## src/rtl/tetris_pkg.sv

```systemverilog
// rtl/tetris_pkg.sv - shared board geometry, colors and redraw FSM encoding
//
// Purpose: constants shared by the board scanner and redraw sequencer.
// Ports: none (package).
package tetris_pkg;

  localparam int BOARD_W = 10;
  localparam int BOARD_H = 20;
  localparam int CELL_W  = 64;
  localparam int CELL_H  = 24;

  // RGB 3:3:3
  localparam logic [8:0] COLOR_FILL = 9'b111_000_111;
  localparam logic [8:0] COLOR_BG   = 9'b000_000_000;

  typedef enum logic [2:0] {
    ST_IDLE,
    ST_RD,
    ST_WAIT,
    ST_CHECK,
    ST_KICK,
    ST_PAINT,
    ST_FIN
  } redraw_state_t;

endpackage

```

## src/rtl/board_scan_counter.sv

```systemverilog
// rtl/board_scan_counter.sv - row-major x/y cell address counter for the board scan
//
// Purpose: walks x=0..9 inside y=0..19 and flags the final cell.
// Ports:
//   CLOCK_50, resetn : clock, asynchronous active-low reset
//   clr              : synchronous return to (0,0)
//   adv              : step to the next cell (ignored on the last cell)
//   x, y             : current cell address
//   last             : high while the address is (9,19)
module board_scan_counter
  import tetris_pkg::*;
(
  input  logic       CLOCK_50,
  input  logic       resetn,
  input  logic       clr,
  input  logic       adv,
  output logic [3:0] x,
  output logic [4:0] y,
  output logic       last
);

  assign last = (x == 4'(BOARD_W - 1)) && (y == 5'(BOARD_H - 1));

  // The final cell holds its address so row 20 is never presented.
  always_ff @(posedge CLOCK_50 or negedge resetn) begin
    if (!resetn) begin
      x <= '0;
      y <= '0;
    end else if (clr) begin
      x <= '0;
      y <= '0;
    end else if (adv && !last) begin
      if (x == 4'(BOARD_W - 1)) begin
        x <= '0;
        y <= y + 5'd1;
      end else begin
        x <= x + 4'd1;
      end
    end
  end

endmodule

```

## src/rtl/board_redraw.sv

```systemverilog
// rtl/board_redraw.sv - repaints every board cell through the box painter handshake
//
// Purpose: scans the 10x20 board RAM and kicks the painter once per drawn cell.
// Ports:
//   CLOCK_50, resetn            : clock, asynchronous active-low reset
//   start                       : one-cycle request for a full repaint
//   board_rdata                 : cell occupancy, READ_LAT cycles after address
//   board_rx, board_ry          : RAM read address (column, row)
//   draw_start                  : one-cycle painter kick
//   draw_x0, draw_y0, draw_color: box origin in pixels and its color
//   painter_busy, painter_done  : painter status and completion pulse
//   busy, done                  : scan in progress / scan complete pulse
//   cells_drawn                 : kicks issued in the last scan
module board_redraw
  import tetris_pkg::*;
#(
  parameter int         READ_LAT   = 1,
  parameter bit         DRAW_EMPTY = 1'b1,
  parameter logic [8:0] FILL_COLOR = COLOR_FILL,
  parameter logic [8:0] BG_COLOR   = COLOR_BG
) (
  input  logic       CLOCK_50,
  input  logic       resetn,
  input  logic       start,
  input  logic       board_rdata,
  output logic [3:0] board_rx,
  output logic [4:0] board_ry,
  output logic       draw_start,
  output logic [9:0] draw_x0,
  output logic [8:0] draw_y0,
  output logic [8:0] draw_color,
  input  logic       painter_busy,
  input  logic       painter_done,
  output logic       busy,
  output logic       done,
  output logic [7:0] cells_drawn
);

  // Final WAIT count; only meaningful when READ_LAT > 1.
  localparam logic [1:0] WAIT_END = 2'((READ_LAT > 1) ? READ_LAT - 2 : 0);

  redraw_state_t state, state_nx;
  logic [1:0]    wait_cnt;
  logic          scan_clr, scan_adv, scan_last;
  logic          kick_fire, paint_ack, load_cell, cell_draw;

  board_scan_counter u_scan (
    .CLOCK_50 (CLOCK_50),
    .resetn   (resetn),
    .clr      (scan_clr),
    .adv      (scan_adv),
    .x        (board_rx),
    .y        (board_ry),
    .last     (scan_last)
  );

  assign cell_draw = board_rdata || DRAW_EMPTY;

  always_ff @(posedge CLOCK_50 or negedge resetn) begin
    if (!resetn) begin
      state    <= ST_IDLE;
      wait_cnt <= '0;
    end else begin
      state    <= state_nx;
      wait_cnt <= (state == ST_WAIT) ? wait_cnt + 2'd1 : 2'd0;
    end
  end

  always_comb begin
    state_nx = state;
    case (state)
      ST_IDLE:  if (start) state_nx = ST_RD;
      ST_RD:    state_nx = (READ_LAT > 1) ? ST_WAIT : ST_CHECK;
      ST_WAIT:  if (wait_cnt == WAIT_END) state_nx = ST_CHECK;
      ST_CHECK: begin
        if (cell_draw)      state_nx = ST_KICK;
        else if (scan_last) state_nx = ST_FIN;
        else                state_nx = ST_RD;
      end
      ST_KICK:  if (!painter_busy) state_nx = ST_PAINT;
      // draw_start is high in the first PAINT cycle; a done seen then
      // belongs to an earlier box, not the one just kicked.
      ST_PAINT: if (painter_done && !draw_start)
                  state_nx = scan_last ? ST_FIN : ST_RD;
      ST_FIN:   state_nx = ST_IDLE;
      default:  state_nx = ST_IDLE;
    endcase
  end

  always_comb begin
    scan_clr  = (state == ST_IDLE) && start;
    kick_fire = (state == ST_KICK) && !painter_busy;
    paint_ack = (state == ST_PAINT) && painter_done && !draw_start;
    load_cell = (state == ST_CHECK) && cell_draw;
    scan_adv  = !scan_last && (((state == ST_CHECK) && !cell_draw) || paint_ack);
  end

  // done is registered from FIN, so busy (from next state) drops with it.
  always_ff @(posedge CLOCK_50 or negedge resetn) begin
    if (!resetn) begin
      draw_start  <= 1'b0;
      draw_x0     <= '0;
      draw_y0     <= '0;
      draw_color  <= '0;
      busy        <= 1'b0;
      done        <= 1'b0;
      cells_drawn <= '0;
    end else begin
      draw_start <= kick_fire;
      done       <= (state == ST_FIN);
      busy       <= (state_nx != ST_IDLE);
      if (scan_clr)
        cells_drawn <= '0;
      else if (kick_fire)
        cells_drawn <= cells_drawn + 8'd1;
      if (load_cell) begin
        draw_x0    <= {board_rx, 6'b0};
        draw_y0    <= {board_ry, 4'b0} + {1'b0, board_ry, 3'b0};
        draw_color <= board_rdata ? FILL_COLOR : BG_COLOR;
      end
    end
  end

endmodule

```

## config.mk

```make
export PLATFORM = sky130hd
export DESIGN_NAME = board_redraw
export DESIGN_NICKNAME = d
export VERILOG_FILES = /design/src/rtl/tetris_pkg.sv /design/src/rtl/board_scan_counter.sv /design/src/rtl/board_redraw.sv
export SDC_FILE = /design/constraint.sdc
export NUM_CORES = 1
export LEC_CHECK = 0
export ABC_AREA = 0
export BUFFER_PORTS_ARGS = -buffer_cell sky130_fd_sc_hd__buf_2
export CORE_MARGIN = 2
export CORE_UTILIZATION = 50
export DETAILED_ROUTE_END_ITERATION = 10
export PLACE_DENSITY_LB_ADDON = 0.2
export SLEW_MARGIN = 20
export SYNTH_ARGS = -nofsm -noshare
export SYNTH_HDL_FRONTEND = slang
export SYNTH_SLANG_ARGS = --single-unit
```

## constraint.sdc

```tcl
create_clock -name CLOCK_50 -period 1.9 [get_ports CLOCK_50]
set_clock_uncertainty 0.05 [all_clocks]
set_input_delay 0.285 -clock CLOCK_50 [delete_from_list [all_inputs] [get_ports CLOCK_50]]
set_output_delay 0.285 -clock CLOCK_50 [all_outputs]
set_load 0.02 [all_outputs]
```

; Word level (Yosys, flattened, before mapping)
; Cells that the tools add are included.
[classes]
n_reduce_logical = 18
eq_ne = 8
n_addsub = 5
muxes = 16
[op_table]
columns = op, count
row1 = 3-bit one-hot mux with 6 select lines, 1
row2 = 8-bit two-way mux, 2
row3 = 3-bit two-way mux, 5
row4 = 5-bit two-way mux, 3
row5 = 4-bit two-way mux, 3
row6 = 9-bit by 8-bit adder with 9-bit output, 1
row7 = "3-bit equality test, second input constant", 3
row8 = 9-bit two-way mux, 1
row9 = "8-bit by 1-bit adder with 8-bit output, second input constant", 1
row10 = 1-bit logical AND, 8
row11 = "3-bit by 2-bit equality test with 1-bit output, second input constant", 2
row12 = 2-bit nonzero test, 3
row13 = "5-bit by 1-bit adder with 5-bit output, second input constant", 1
row14 = "5-bit equality test, second input constant", 1
row15 = "4-bit by 1-bit adder with 4-bit output, second input constant", 1
row16 = "4-bit equality test, second input constant", 1
row17 = "3-bit by 1-bit equality test with 1-bit output, second input constant", 1
row18 = 1-bit zero test, 3
row19 = 3-bit zero test, 1
row20 = 3-bit nonzero test, 1
row21 = "2-bit by 1-bit adder with 2-bit output, second input constant", 1
row22 = 2-bit zero test, 1
row23 = 2-bit two-way mux, 1
row24 = 2-bit AND reduction, 1
[totals]
reg_bits = 47
in_bits = 6
output_inout_bits = 48

; Depth between registers and ports, before layout
[depth]
depth_word = 7
ltp_mapped = 7

; Cells and area by module
; From an unflattened synthesis, not the netlist that was laid out.
[unflattened]
cells_unflattened = 197
hier_area_um2 = 2016.9
[by_module_without_submodules]
columns = module, area_per_inst_um2, instances, cells_each, seq_area_each_um2
row1 = board_redraw, 1481.4, 1, 143, 675.6
row2 = board_scan_counter, 535.5, 1, 54, 225.2

; Least setup slack after synthesis
; No wires, ideal clock.
[synth_timing]
kind = register -> register
start = register u_scan.y[1]
end = register draw_y0[8]
arrival_time_ns = 1.690
stages_incl_launch_ff = 7
setup_time_ns = 0.137
setup_slack_ns = 0.023
path_buffers = 0
cell_sequence = dfrtp_1 -> ha_1 -> fa_1 -> a21o_1 -> a21oi_1 -> xor2_1 -> o21ai_0
[synth_via]
elab_chain_cells = 1
[synth_lines]
columns = element, line
row1 = start: declaration, board_scan_counter.sv:18  ; output logic [4:0] y,
row2 = start signal: assignment, board_scan_counter.sv:35  ; y <= y + 5'd1;
row3 = 9-bit by 8-bit adder with 9-bit output, board_redraw.sv:118  ; draw_y0 <= {board_ry, 4'b0} + {1'b0, board_ry, 3'b0};
row4 = end signal: assignment, board_redraw.sv:118
row5 = end: declaration, board_redraw.sv:30  ; output logic [8:0] draw_y0,
; Every way passes these cells.
; A chain may end at the register's enable or synchronous reset.

; Worst setup path after layout
[layout_timing]
start = register u_scan.y[2]
end = register u_scan.y[4]
[layout_via]
elab_chain_cells = 7
[layout_lines]
columns = element
row1 = branches (longest 7 deep; another with 5-bit by 1-bit adder with 5-bit output)
; Several ways; the timed one is not identified. The select of a mux whose other input is x is not followed.

==> reports/results.tsv <==
stage	metric	value	unit
status	status	complete, no violations	
clocking	clkSlewWorstSetupHoldPaths	0.07	ns
setup_path	crit_path_max_incr_delay	0.53	ns
job	drv_cap	0	
setup_path	rrSetupSlack	0.14	ns
synth	synth_top_area_share	0.474	
sta	min_period	1.76	ns
sta	hold_violations	0	
power	p_comb_frac	0.387	
finish	final_common_cell	buf_2	
setup_path	path_buf_inv	1	
grt	grt-ovfl-total	0	
power	p_seq_frac	0.378	
detailed_routing	route.detailed.drc	0	
floorplanning	fp-row-count	22	
setup_path	r2r-end	u_scan.y[4]	
finish	finalCoreUtilization	0.615	
detailed_routing	drt_iter0_markers	58	
min_path	holdCritPathClass	input port to flop	
setup_path	slowest_stage	or4_1	
detailed_routing	via_per_inst	5.15	
sta	worst_pin_slew	0.590	ns
floorplanning	coreArea	3660	µm²
placement	dp_hpwl	2.68	mm
synth	yosysTopAreaCell	dfrtp_1	
synth	ys_types	37	
setup_path	path_cells	inv_1 > ha_1 > nand3_1 > nand4bb_1 > or4_1 > nand2_1	
grt	grt_max_degree	37	
clocking	cts_tree	built	
setup_path	cp-endpoint	u_scan.y[4]	
grt	antenna_found_initial	0	
detailed_routing	wl_per_cell	13.5	µm
floorplanning	start_util	0.519	
grt	grt_pass1_wl	6.21	mm
grt	grt_pass1_vias	1327	
clocking	cts_buffer_depth	2	
finish	syn2layout_area_growth	18.6	%
power	p_per_area	1270	nW/µm²
power	switchingPower	1.09	mW
setup_path	path_delay_family	simple AND/OR/NAND/NOR gates	
placement	gp_congestion	0.897	
synth	yosysWarnings	0	
sta	setup_violations	0	
power	finalPower	2.86	mW
setup_path	crit_required	2.08	ns
grt	track_usage	0.193	
detailed_routing	antenna_left	0	
clocking	clkLatencyLatePin	0.29	ns
finish	final_layout_size_suffix_gt1_frac	0.320	
setup_path	setup.worst_path.start_class	flop	
detailed_routing	totalWireLength	3.74	mm
floorplanning	die_x	65.6	µm
floorplanning	die_h	65.6	µm
setup_path	crit_type	flop to flop	
sta	clock.fmax	569	MHz
floorplanning	die_area	4310	µm²
synth	syn_area	1900	µm²
synth	synth-seq-cells	36	
finish	n_antenna_cell	0	
setup_path	cp_max_fo	7	
setup_path	reg2reg_depth	6	
placement	port_buffers	41	
sta	setup_tns	0	ns
sta	finalCritPeriodShare	0.925	
power	max-vdd-ir-drop	0.000663	V
power	intPower	1.76	mW
detailed_routing	vias	1421	
power	sw_frac_of_total	0.382	
setup_path	critPathLaunch	u_scan.y[2]	
clocking	post_cts_buffers	0	
finish	layout_common_cells	buf_2, dfrtp_1, nor2_1, nand2_1, conb_1	
clocking	htreeDepth	2	
sta	finalMaxSlewViolations	0	
setup_path	worstPathArrival	1.94	ns
synth	synthTopCellsByArea	dfrtp_1, buf_4, mux2_2	
setup_path	critical_path_depth	6	
sta	max_slew_margin	0.605	
power	p_leak	1.19	nW
clocking	clock_sinks	36	
synth	syn_inst	180	
floorplanning	boundaryPins	54	
finish	final_nets	241	
synth	yosysSeqAreaShare	0.474	
clocking	cts_buffers	5	
detailed_routing	first_pass_iters	4	
setup_path	end_kind	flop	
clocking	root_buffer	clkbuf_8	
power	clockPowerShare	0.234	
sta	rsz0062_at_grt	false	
setup_path	rr_startpoint	u_scan.y[2]	
synth	synth.avg_cell_area	10.6	µm²
## power by group through the flow
| stage | clock network (mW) | registers [mW] | logic, mW |
|---|---|---|---|
| detailed placement | 0 | 1.09 | 1.11 |
| floorplan | 0 | 1.25 | 0.705 |
| global route | 0.729 | 1.11 | 1.21 |
| CTS | 0.688 | 1.08 | 1.12 |
| finish | 0.668 | 1.08 | 1.11 |
| global placement | 0 | 1.08 | 1.08 |
## worst min-delay path by stage
stage,start,endpoint,slack (ns),depth (start not counted)
2_1_floorplan,resetn,busy,-0.06,0
3_3_place_gp,resetn,draw_x0[6],0.29,2
3_5_place_dp,resetn,draw_color[7],0.31,2
4_1_cts,board_rdata,draw_color[7],0.18,2
5_1_grt,board_rdata,draw_color[7],0.17,2
6_report,board_rdata,draw_color[7],0.18,2
## area by class of cell
class,count,area (µm²)
well taps,48,60.1
multi-input cells,124,855
fillers,298,1410
flip-flops and latches,36,902
inverters,7,26.3
clock inverters,3,42.5
repair buffers,53,298
clock buffers,5,68.8
## cells by family (layout without fill, tap and decap cells)
family,Yosys count,count (layout),share of synthesized area
flip-flops,36,36,0.474
multiplexers,13,13,0.0738
XOR/XNOR,10,10,0.0461
AND/OR/NAND/NOR,59,59,0.177
adder cells (fa/ha/maj),8,8,0.0567
other,1,12,0.00197
buffers and inverters,31,68,0.101
AO/OA/AOI/OAI,22,22,0.0698
## per-layer routing
metal	share of wire	up-vias	track usage
met1	0.46	691	0.249
met4	0.0086	0	0.0703
met2	0.48	41	0.313
met3	0.051	4	0.0514
met5	0	-	0
li1	-	685	-
## sequential cells by signal, indices dropped and copies added, names as in the netlist, 2 cells and up
signal / cells
u_scan.x: 4
u_scan.y: 5
state: 3
draw_y0: 6
wait_cnt: 2
draw_x0: 4
cells_drawn: 8
## cell usage after synthesis
master      n
nand4bb_1   2
nand4_1     4
a31oi_1     1
inv_1       7
clkbuf_1    3
and3_1      5
nand2b_1    1
mux2i_1     5
fa_1        1
xor2_1      7
nor2_1     14
conb_1      1
a311o_1     1
nor4b_4     1
buf_6       1
buf_4      17
ha_1        7
nor4_1      1
buf_2       3
a21o_1      2
nor3_1      3
o21ai_0     8
o31ai_1     1
nand2_1    13
nand3b_1    2
mux2_2      8
nor4bb_1    1
nand3_1     6
dfrtp_1    36
and4bb_4    1
o2111a_1    1
or3_1       3
xnor2_1     3
or4_1       1
a21oi_1     7
nor2b_1     1
o211ai_1    1
## metrics by stage
step	hold slack [ns]	setup slack (ns)	std cells	instance area (µm²)
after global placement	0.295	0.128	267	2120
final	0.181	0.143	276	2250
after global routing	0.169	0.0175	276	2250
after floorplan	-0.0606	0.0229	191	1940
after CTS	0.175	0.0729	276	2240
after detailed placement	0.305	0.0816	267	2120
## repair_timing
action                                  CTS  global route
endpoints found under the setup margin    0             6
endpoints found under the hold margin    36             0
hold buffers                              1             0
resized for setup                         0             3
Power figures use the tool's default switching activity.
